$ cat src/rtl/mips_defs_pkg.sv
// Shared encodings for the multi-cycle MIPS control path:
// opcodes, ALU and mux selects, and FSM states.
package mips_defs_pkg;

   localparam logic [5:0] OP_RTYPE = 6'b000000;
   localparam logic [5:0] OP_J     = 6'b000010;
   localparam logic [5:0] OP_BEQ   = 6'b000100;
   localparam logic [5:0] OP_BNE   = 6'b000101;
   localparam logic [5:0] OP_ADDI  = 6'b001000;
   localparam logic [5:0] OP_LW    = 6'b100011;
   localparam logic [5:0] OP_SW    = 6'b101011;

   localparam logic [1:0] ALU_ADD   = 2'b00;
   localparam logic [1:0] ALU_SUB   = 2'b01;
   localparam logic [1:0] ALU_FUNCT = 2'b10;

   localparam logic [1:0] SRCB_B     = 2'b00;
   localparam logic [1:0] SRCB_FOUR  = 2'b01;
   localparam logic [1:0] SRCB_IMM   = 2'b10;
   localparam logic [1:0] SRCB_IMMSH = 2'b11;

   localparam logic [1:0] PC_ALU    = 2'b00;
   localparam logic [1:0] PC_ALUOUT = 2'b01;
   localparam logic [1:0] PC_JUMP   = 2'b10;

   typedef enum logic [3:0] {
      IDLE, FETCH, DECODE, MEMADR, MEMRD, MEMWB, MEMWR,
      EXECUTE, ALUWB, ADDIEX, ADDIWB, BRANCH, JUMP, ERROR
   } state_t;

endpackage

$ cat src/rtl/multicycle_control_wait_timer.sv
// Counts consecutive memory-stall cycles and flags when
// the stall budget is used up; MAX of 0 disables it.
module multicycle_control_wait_timer #(
   parameter int MAX = 15
) (
   input  logic clk,
   input  logic rst,
   input  logic busy,
   output logic expire
);

   generate
      if (MAX > 0) begin : g_on
         localparam int W = (MAX < 2) ? 1 : $clog2(MAX + 1);
         logic [W-1:0] cnt;

         assign expire = busy && (cnt == W'(MAX));

         always_ff @(posedge clk) begin
            if (rst || !busy || expire)
               cnt <= '0;
            else
               cnt <= cnt + W'(1);
         end
      end else begin : g_off
         logic unused;
         assign unused = &{1'b0, clk, rst, busy};
         assign expire = 1'b0;
      end
   endgenerate

endmodule

$ cat src/rtl/multicycle_control.sv
// Moore control FSM for the multi-cycle MIPS datapath with
// a memory-ready handshake, stall timeout and retire counter.
import mips_defs_pkg::*;

module multicycle_control #(
   parameter int WAIT_MAX = 15,
   parameter int CNT_W    = 32
) (
   input  logic             clk,
   input  logic             rst,
   input  logic [5:0]       opcode,
   input  logic             mem_ready,
   output logic             pcwrite,
   output logic             pcwrite_eq,
   output logic             pcwrite_ne,
   output logic             iord,
   output logic             memread,
   output logic             memwrite,
   output logic             irwrite,
   output logic             memtoreg,
   output logic             regdst,
   output logic             regwrite,
   output logic             alusrca,
   output logic [1:0]       alusrcb,
   output logic [1:0]       aluop,
   output logic [1:0]       pcsource,
   output logic             illegal,
   output logic             error,
   output logic [CNT_W-1:0] instr_count
);

   state_t     state;
   state_t     next;
   logic [5:0] op_q;
   logic       retire;
   logic       in_wait;
   logic       expire;

   assign in_wait = (state == FETCH) || (state == MEMRD) ||
                    (state == MEMWR);

   multicycle_control_wait_timer #(
      .MAX(WAIT_MAX)
   ) u_timer (
      .clk   (clk),
      .rst   (rst),
      .busy  (in_wait && !mem_ready),
      .expire(expire)
   );

   always_ff @(posedge clk) begin
      if (rst) begin
         state       <= IDLE;
         op_q        <= '0;
         instr_count <= '0;
      end else begin
         state <= next;
         if (state == DECODE)
            op_q <= opcode;
         if (retire)
            instr_count <= instr_count + CNT_W'(1);
      end
   end

   always_comb begin
      next       = state;
      retire     = 1'b0;
      pcwrite    = 1'b0;
      pcwrite_eq = 1'b0;
      pcwrite_ne = 1'b0;
      iord       = 1'b0;
      memread    = 1'b0;
      memwrite   = 1'b0;
      irwrite    = 1'b0;
      memtoreg   = 1'b0;
      regdst     = 1'b0;
      regwrite   = 1'b0;
      alusrca    = 1'b0;
      alusrcb    = SRCB_B;
      aluop      = ALU_ADD;
      pcsource   = PC_ALU;
      illegal    = 1'b0;
      error      = 1'b0;
      unique case (state)
         IDLE: next = FETCH;
         FETCH: begin
            memread = 1'b1;
            alusrcb = SRCB_FOUR;
            irwrite = mem_ready;
            pcwrite = mem_ready;
            if (mem_ready)
               next = DECODE;
            else if (expire)
               next = ERROR;
         end
         DECODE: begin
            alusrcb = SRCB_IMMSH;
            unique case (1'b1)
               (opcode == OP_LW),
               (opcode == OP_SW):    next = MEMADR;
               (opcode == OP_RTYPE): next = EXECUTE;
               (opcode == OP_ADDI):  next = ADDIEX;
               (opcode == OP_BEQ),
               (opcode == OP_BNE):   next = BRANCH;
               (opcode == OP_J):     next = JUMP;
               default: begin
                  illegal = 1'b1;
                  next    = FETCH;
               end
            endcase
         end
         MEMADR: begin
            alusrca = 1'b1;
            alusrcb = SRCB_IMM;
            next    = (op_q == OP_LW) ? MEMRD : MEMWR;
         end
         MEMRD: begin
            memread = 1'b1;
            iord    = 1'b1;
            if (mem_ready)
               next = MEMWB;
            else if (expire)
               next = ERROR;
         end
         MEMWB: begin
            regwrite = 1'b1;
            memtoreg = 1'b1;
            next     = FETCH;
            retire   = 1'b1;
         end
         MEMWR: begin
            memwrite = 1'b1;
            iord     = 1'b1;
            if (mem_ready) begin
               next   = FETCH;
               retire = 1'b1;
            end else if (expire) begin
               next = ERROR;
            end
         end
         EXECUTE: begin
            alusrca = 1'b1;
            aluop   = ALU_FUNCT;
            next    = ALUWB;
         end
         ALUWB: begin
            regwrite = 1'b1;
            regdst   = 1'b1;
            next     = FETCH;
            retire   = 1'b1;
         end
         ADDIEX: begin
            alusrca = 1'b1;
            alusrcb = SRCB_IMM;
            next    = ADDIWB;
         end
         ADDIWB: begin
            regwrite = 1'b1;
            next     = FETCH;
            retire   = 1'b1;
         end
         BRANCH: begin
            alusrca    = 1'b1;
            aluop      = ALU_SUB;
            pcsource   = PC_ALUOUT;
            pcwrite_eq = (op_q == OP_BEQ);
            pcwrite_ne = (op_q == OP_BNE);
            next       = FETCH;
            retire     = 1'b1;
         end
         JUMP: begin
            pcwrite  = 1'b1;
            pcsource = PC_JUMP;
            next     = FETCH;
            retire   = 1'b1;
         end
         ERROR: error = 1'b1;
         default: next = IDLE;
      endcase
   end

endmodule

$ cat config.mk
export PLATFORM = sky130hd
export DESIGN_NAME = multicycle_control
export DESIGN_NICKNAME = d
export VERILOG_FILES = /design/src/rtl/mips_defs_pkg.sv /design/src/rtl/multicycle_control_wait_timer.sv /design/src/rtl/multicycle_control.sv
export SDC_FILE = /design/constraint.sdc
export NUM_CORES = 1
export LEC_CHECK = 0
export CAP_MARGIN = 10
export CORE_MARGIN = 3
export CORE_UTILIZATION = 56
export DETAILED_ROUTE_END_ITERATION = 12
export PLACE_DENSITY = 0.86
export SETUP_SLACK_MARGIN = 0.2
export SYNTH_ARGS = -nofsm -noshare
export SYNTH_HDL_FRONTEND = slang
export SYNTH_SLANG_ARGS = --single-unit
$ cat constraint.sdc
create_clock -name clk -period 5.7 [get_ports clk]
set_input_delay 0.855 -clock clk [delete_from_list [all_inputs] [get_ports clk]]
set_output_delay 0.855 -clock clk [all_outputs]
set_load 0.01 [all_outputs]
==> results.txt, run 1 <==
- The critical path runs through a total of 6 cells.
- Number of rows created at floorplan: 25
- The run finished with clean final reports.
- Width of the die: between 70 and 80 um
- Post-route standard cell area excluding fillers: 3550 um^2
* Cell count after synthesis: 359
- Summed over all layers, the global routing overflow is 0.
- Counting both buffers and inverters, the worst setup path holds a total of 2.
* Clock tree from TritonCTS: done
- The mapped netlist covers slightly below 3000 um^2.
* EDFF count, synth: 0
- The critical path is of the in2out type.
- Routability congestion estimate from global placement: 0.782
- Detailed routing inserted a total of ~2,800 vias.
- The via count of the first global-routing pass came to around 2,600.
- Slew Limit Headroom: about two fifths
- The library cell used most frequently in the layout, excluding fill and tap cells, is sky130_fd_sc_hd__clkdlybuf4s50_1.
- HP Class: reg2reg
* Yosys reg bits: 46
* Startpoint class of the critical path: primary input
* Commonest cells after routing, fill and taps aside: 58 x sky130_fd_sc_hd__clkdlybuf4s50_1, 48 x sky130_fd_sc_hd__nor2_1, 46 x sky130_fd_sc_hd__dfxtp_1, 30 x sky130_fd_sc_hd__nand2_1, 28 x sky130_fd_sc_hd__nor2b_1
* Number of violations reported at the end of detailed-routing iteration 0: 276
* End of the worst register-to-register path: instr_count[19]
- When the netlist entered floorplanning its net count stood at 370.
* Inserted Clock Buffers: 5
- LEAKAGE: 1.22 nW
* Buffer count from post-CTS setup fixing: 0
- Across all hold checks on the routed design, the worst slack comes to 0.464 ns.
* Pre-CTS WS: between 2 and 2.5 ns
- The number of antenna diodes in the final layout is 0.
- The first global-routing pass estimated 12.0 mm of wire.
* Effective utilization at floorplan: 59.6%
* Layout cells sized above 1: approximately 5.5%
* Power per standard cell area: about 170 nW/um^2
- Traced cell by cell, the critical path runs through clkdlybuf4s50_1 > and4b_1 > a21oi_1 > nor2_1 > a211oi_1 > clkdlybuf4s50_1.
* Critical Path End Type: output pin
- Max-cap violations in this run came to 0.
- The wire-length estimate of the detail-placed layout is just under 5 mm.
* Final setup violation count: 0
* Floorplan die height: approximately 80 um
- Sequential share of the synthesized area: about a third
* Detailed-route wire length per cell: about 15 um
- The share of synthesized area in the top cell type comes to a little under a third.
- Dividing the detail-routed via count by the number of cells gives about 6.
- Final Critical Period: roughly 3.5 ns
- The worst register-to-register path has a depth of 3.
- Pin count of the biggest net entering global routing: 74
* Total iterations of the first detailed-routing run: 5
* Yosys warning total: 0
- # DRC: 0
* Initial antenna violation count: 0
* H-tree depth reported by CTS: 2
- Total Routing Usage GR: roughly a quarter
* Clock sink total: 46
- Relative to the synthesized area, the layout overhead comes to 22.7%.
* Clk slew on worst S/H paths: ~0.08 ns
- Insertion delay to the later sink of the worst-skew pair: 0.29 ns
- Total number of nets in the final design: between 400 and 500
- For this run, the leading register cell type out of synthesis is sky130_fd_sc_hd__dfxtp_1.
* Final worst-path cycle share: just over 60%
- The most critical setup path has its endpoint at illegal.
* Largest area contributor in the netlist: sky130_fd_sc_hd__dfxtp_1
- Post-CTS repair changed the size of 0 cells.
* Critical path arrival: between 2 and 3 ns
- Max Fclk: between 200 and 300 MHz
- Setup repair after global routing left no endpoint under its margin.
* Die area: 6060 um^2
* Syn_area_per_cell: 8.05 um^2
* Worst r2r src: state[3]
* CTS Root Buffer Type: sky130_fd_sc_hd__clkbuf_8
- In this run the tool buffered the top-level ports with just under 60 buffer cells.
* Number of primary I/O pins: 60
* Library cell contributing the largest single delay on the critical path: sky130_fd_sc_hd__clkdlybuf4s50_1
- No sink is reached through more buffers than the 2 on the longest clock path.
- Endpoint required time on the critical path: 4.85 ns
- Across the VDD grid, the largest voltage drop is approximately 0.17 mV.
- In this design, the largest share of critical-path delay is due to buffers and inverters.
- Cell occurring most often along the worst timing path: sky130_fd_sc_hd__clkdlybuf4s50_1
- Yosys mapped the design onto 53 distinct sky130hd cell types.
- Final-report max-slew violation count: 0
- Least-Margin Pin Slew: 0.896 ns
- Once placement finished, the instance area stood at approximately 3500 um^2.
- Async set or reset register ratio after synthesis: 0%
- By area the synthesized netlist is led by sky130_fd_sc_hd__dfxtp_1 32%, sky130_fd_sc_hd__mux2_1 9.4%, sky130_fd_sc_hd__nor2_1 6.2%.
- Total routed wirelength: approximately 7 mm
* Final-report hold violation count: 0
- The clock arrives with 0.00383 ns of skew.
* Sum Neg Setup Slack: 0 ns
- Power consumption: 0.589 mW
* DRT antenna net count: 0
- Startpoint of the worst setup timing path: opcode[2]
- Largest stage delay, worst path: 0.60 ns
- Across all setup checks in the final design, the least slack found is about 2.2 ns.
* Count of hold-fix buffers inserted at cts: 0
- Worst setup slack for register-to-register paths: roughly 2.8 ns
- Core area: slightly below 5000 um^2
- CP Max Fanout: 6
## area by class of cell
cell class / instances / area [um^2]
clock buffers: 7 / 76.3
fillers: 423 / 1300
inverters: 8 / 30.0
multi-input cells: 280 / 1830
flip-flops and latches: 46 / 921
well taps: 67 / 83.8
repair buffers: 61 / 601
## worst min-delay path by stage
stage | end | slack, ns | cells after the start | start
floorplan | u_timer.g_on.cnt[0] | 0.42 | 1 | u_timer.g_on.cnt[0]
global placement | u_timer.g_on.cnt[0] | 0.43 | 1 | u_timer.g_on.cnt[0]
detailed placement | u_timer.g_on.cnt[0] | 0.44 | 1 | u_timer.g_on.cnt[0]
CTS | u_timer.g_on.cnt[0] | 0.46 | 1 | u_timer.g_on.cnt[0]
global route | u_timer.g_on.cnt[0] | 0.49 | 1 | u_timer.g_on.cnt[0]
finish | u_timer.g_on.cnt[0] | 0.46 | 1 | u_timer.g_on.cnt[0]
## flip-flops by register name (all words and copies together) (netlist names)
name              flops
op_q                  6
u_timer.g_on.cnt      4
instr_count          32
state                 4
## report_power, final
group | internal, mW | switching (mW)
Clock | 0.0847 | 0.104
Sequential | 0.325 | 0.0101
Combinational | 0.0304 | 0.0351
## synthesized netlist by cell type (3+ instances only)
| cell type | n |
|---|---|
| sky130_fd_sc_hd__nor2b_1 | 28 |
| sky130_fd_sc_hd__nand4_1 | 9 |
| sky130_fd_sc_hd__and3_1 | 5 |
| sky130_fd_sc_hd__clkbuf_1 | 15 |
| sky130_fd_sc_hd__nand2b_1 | 9 |
| sky130_fd_sc_hd__a2111oi_0 | 7 |
| sky130_fd_sc_hd__dfxtp_1 | 46 |
| sky130_fd_sc_hd__a21oi_1 | 15 |
| sky130_fd_sc_hd__nor2_1 | 48 |
| sky130_fd_sc_hd__mux2_1 | 24 |
| sky130_fd_sc_hd__buf_1 | 3 |
| sky130_fd_sc_hd__xnor2_1 | 3 |
| sky130_fd_sc_hd__nor3_1 | 12 |
| sky130_fd_sc_hd__nand2_1 | 30 |
| sky130_fd_sc_hd__and4_1 | 5 |
| sky130_fd_sc_hd__a211oi_1 | 12 |
| sky130_fd_sc_hd__mux2_2 | 5 |
| sky130_fd_sc_hd__inv_1 | 8 |
| sky130_fd_sc_hd__nand3_1 | 18 |
| sky130_fd_sc_hd__a31oi_1 | 3 |
| sky130_fd_sc_hd__a2111oi_2 | 6 |
| sky130_fd_sc_hd__o21ai_0 | 4 |
| sky130_fd_sc_hd__buf_2 | 6 |
## through the flow
stage | instances | utilization (%)
2_1_floorplan | 359 | -
3_3_place_gp | 462 | 71.6
3_5_place_dp | 462 | 71.6
4_1_cts | 469 | 73.1
5_1_grt | 469 | 73.1
6_report | 469 | 73.1
## layer usage
metal | wire length (um) | track usage [%] | up-vias
met3 | 363 | 4.18 | 8
met4 | 72 | 6.58 | 0
met1 | 3130 | 30.7 | 1324
met5 | 0 | 0 | -
met2 | 3410 | 39.9 | 100
li1 | - | - | 1378
## kinds of logic (layout without fill, tap and decap cells)
logic type | count (synthesis) | count (layout) | share of synthesized area, %
simple gates | 178 | 178 | 31.6
xor+xnor | 4 | 4 | 1.21
compound gates | 66 | 66 | 18.1
fa+ha+maj | 2 | 2 | 0.866
mux | 30 | 30 | 11.6
buf+inv | 33 | 76 | 4.68
flops | 46 | 46 | 31.9
Power figures use the tool's default switching activity.
==> inputs of run 2 (changes only) <==
CORE_UTILIZATION = 52   (was 56)
PLACE_DENSITY = 0.81   (was 0.86)
clock period = 3.6 ns   (was 5.7 ns; I/O delays follow)
==> results.txt, run 2 (synthesis gave the netlist of run 1 again) <==
- The flow ran to the end, and the final reports show no timing, DRC or antenna violations.
- In this run the remaining antenna-violating nets after routing total 0.
- Entering global routing, the biggest net connects 45 pins.
* LEAKAGE: approximately 1.3 nW
- Flip-flop count of the largest register after layout: 32
- After detailed routing, the number of vias per cell comes to between 5 and 6.
- Final hold slack: 0.454 ns
- Filler cell count: roughly 440
* Worst r2r src: state[0]
- Final Critical Period: a little over 3 ns
* Number of violations reported at the end of detailed-routing iteration 0: approximately 250
* HP Class: reg2reg
* Overflow after GRT: 0
* CTS Root Buffer Type: sky130_fd_sc_hd__clkbuf_8
* Clk slew on worst S/H paths: approximately 0.08 ns
* Sum Neg Setup Slack: 0 ns
- At the later pin of the worst-skew pair, clock insertion delay measures approximately 0.30 ns.
* Commonest cells after routing, fill and taps aside: 58 x sky130_fd_sc_hd__clkdlybuf4s50_1, 48 x sky130_fd_sc_hd__nor2_1, 46 x sky130_fd_sc_hd__dfxtp_1, 30 x sky130_fd_sc_hd__nand2_1, 28 x sky130_fd_sc_hd__nor2b_1
- Endpoint required time on the critical path: 3.06 ns
- Startpoint class of the critical path: register
- The critical path is of the reg2out type.
- Total Routing Usage GR: a little under a quarter
- ANT cells: 0
* Vias after detailed routing: 2,754
* Final worst-path cycle share: 86.0%
- After detailed routing, the average wire length per cell comes to roughly 15 um.
- Setup repair after global routing left no endpoint under its margin.
- Combinational share of power: around a tenth
- The total count of hold-check failures in the final report came to 0.
- Power spread over the standard cell area amounts to roughly 280 nW/um^2.
- Total routed wirelength: approximately 6.9 mm
- Critical path arrival: roughly 2.6 ns
- The critical path starts at state[1].
- Die area: ~6500 um^2
- Initial antenna violation count: 0
- Row generation in the floorplan step produced 26 rows.
- Register with the highest flop count: instr_count
- Measured along the y axis, the die boundary spans just over 80 um.
- 60 I/O pins were placed.
- In this run, post-CTS hold repair placed 0 buffers.
- The core region is approximately 5200 um^2.
- Number of cells upsized or downsized after cts: 0
- CTS saw 46 sinks.
- Number of global-route vias before repair: 2,607
- Final-report max-slew violation count: 0
- Placed wire-length estimate after detailed placement: 4.85 mm
- The first global-routing pass estimated between 10 and 15 mm of wire.
- Critical Path End Type: output pin
* Net Switching: approximately 0.25 mW
- Share of total power consumed by net switching: between 20% and 30%
- The share of total power dissipated in sequential elements is 52.0%.
- Inserted Clock Buffers: 5
* Internal power contribution: 0.768 mW
* Instance count after placement with tap cells included: 468
- In the final layout, the share of cells above drive strength 1 is under 10%.
* Largest registers: instr_count: 32 flops, op_q: 6 flops
- Final setup violation count: 0
- The initial utilization of the core area, before any placement, comes to 55.2%.
- Slew Limit Headroom: approximately 44%
- Area growth, synth to finish: 24.7%
- Least-Margin Pin Slew: ~0.83 ns
- Total iterations of the first detailed-routing run: 6
- The floorplan step set the die width to 80.6 um.
- Filler-free cell count of the finished design: approximately 480
- Buffers placed on the I/O ports in this run total a little under 60.
- Overall power consumption after layout is estimated at about 1 mW.
- In this run the most critical hold path is launched from u_timer.g_on.cnt[0].
- On the final layout, the worst clock skew is 0.00877 ns.
* Total number of nets in the final design: about 420
- In this run the worst path has a maximum fanout of 18.
* Clk network pwr share: 37.5%
- H-tree depth reported by CTS: 2
- The congestion estimate from routability-driven global placement came to 0.880.
- The library cell used most frequently in the layout, excluding fill and tap cells, is sky130_fd_sc_hd__clkdlybuf4s50_1.
- TritonCTS built the clock tree.
* Max Fclk: ~320 MHz
- The clock passes through at most 2 buffers.
* # DRC: 0
- Number of max-cap violations: 0
- Buffer count from post-CTS setup fixing: 0
- Maximum ir drop on the vdd rail: ~0.24 mV
## run 2: cell count changes in the layout (fill, tap and decap cells not counted), sizes merged
cell / delta
buf: +3
clkbuf: -2
clkinv: +2
bufinv: +1
## run 2: final timing paths
path | to | slack (ns) | cells past startpoint
setup reg to reg | instr_count[21] | 1.10 | 4
hold reg to reg | u_timer.g_on.cnt[0] | 0.45 | 1
hold / removal | u_timer.g_on.cnt[0] | 0.45 | 1
setup / recovery | illegal | 0.50 | 4
## run 2: cell type report
| cell class | count | area [um^2] | area share [%] |
|---|---|---|---|
| Multi-Input combinational cell | 280 | 1830 | 50.9 |
| Sequential cell | 46 | 921 | 25.5 |
| Tap cell | 70 | 87.6 | 2.43 |
| Clock inverter | 3 | 40.0 | 1.11 |
| Inverter | 8 | 30.0 | 0.833 |
| Clock buffer | 5 | 68.8 | 1.91 |
| Timing Repair Buffer | 64 | 623 | 17.3 |
## run 2: critical path: stages, from the launching register on
cell and delay, ns:
sky130_fd_sc_hd__dfxtp_1 0.69, sky130_fd_sc_hd__nand2b_1 0.29, sky130_fd_sc_hd__or3_1 0.49, sky130_fd_sc_hd__a211oi_1 0.22, sky130_fd_sc_hd__clkdlybuf4s50_1 0.58
## run 2: routing by layer
metal | vias to the layer above | global-route usage (%) | part of all wire (%)
met2 | 97 | 35.3 | 47
met3 | 10 | 4.26 | 6.0
li1 | 1385 | - | -
met5 | - | 0 | 0
met4 | 0 | 9.12 | 1.1
met1 | 1262 | 30.3 | 46
## run 2: power by group through the flow
stage	Sequential, mW	Combinational, mW	Clock, mW
3_3_place_gp	0.541	0.104	0
3_5_place_dp	0.541	0.106	0
2_1_floorplan	0.529	0.0769	0
6_report	0.529	0.107	0.382
5_1_grt	0.531	0.118	0.410
4_1_cts	0.529	0.107	0.390
## run 2: stage by stage
step / worst slack, ns / util, % / cell area [um^2]
after detailed placement: 0.701 / 66.7 / 3500
after global placement: 0.786 / 66.7 / 3500
after CTS: 0.484 / 68.8 / 3600
after floorplan: 1.48 / - / 2890
after global routing: 0.366 / 68.8 / 3600
final: 0.505 / 68.8 / 3600
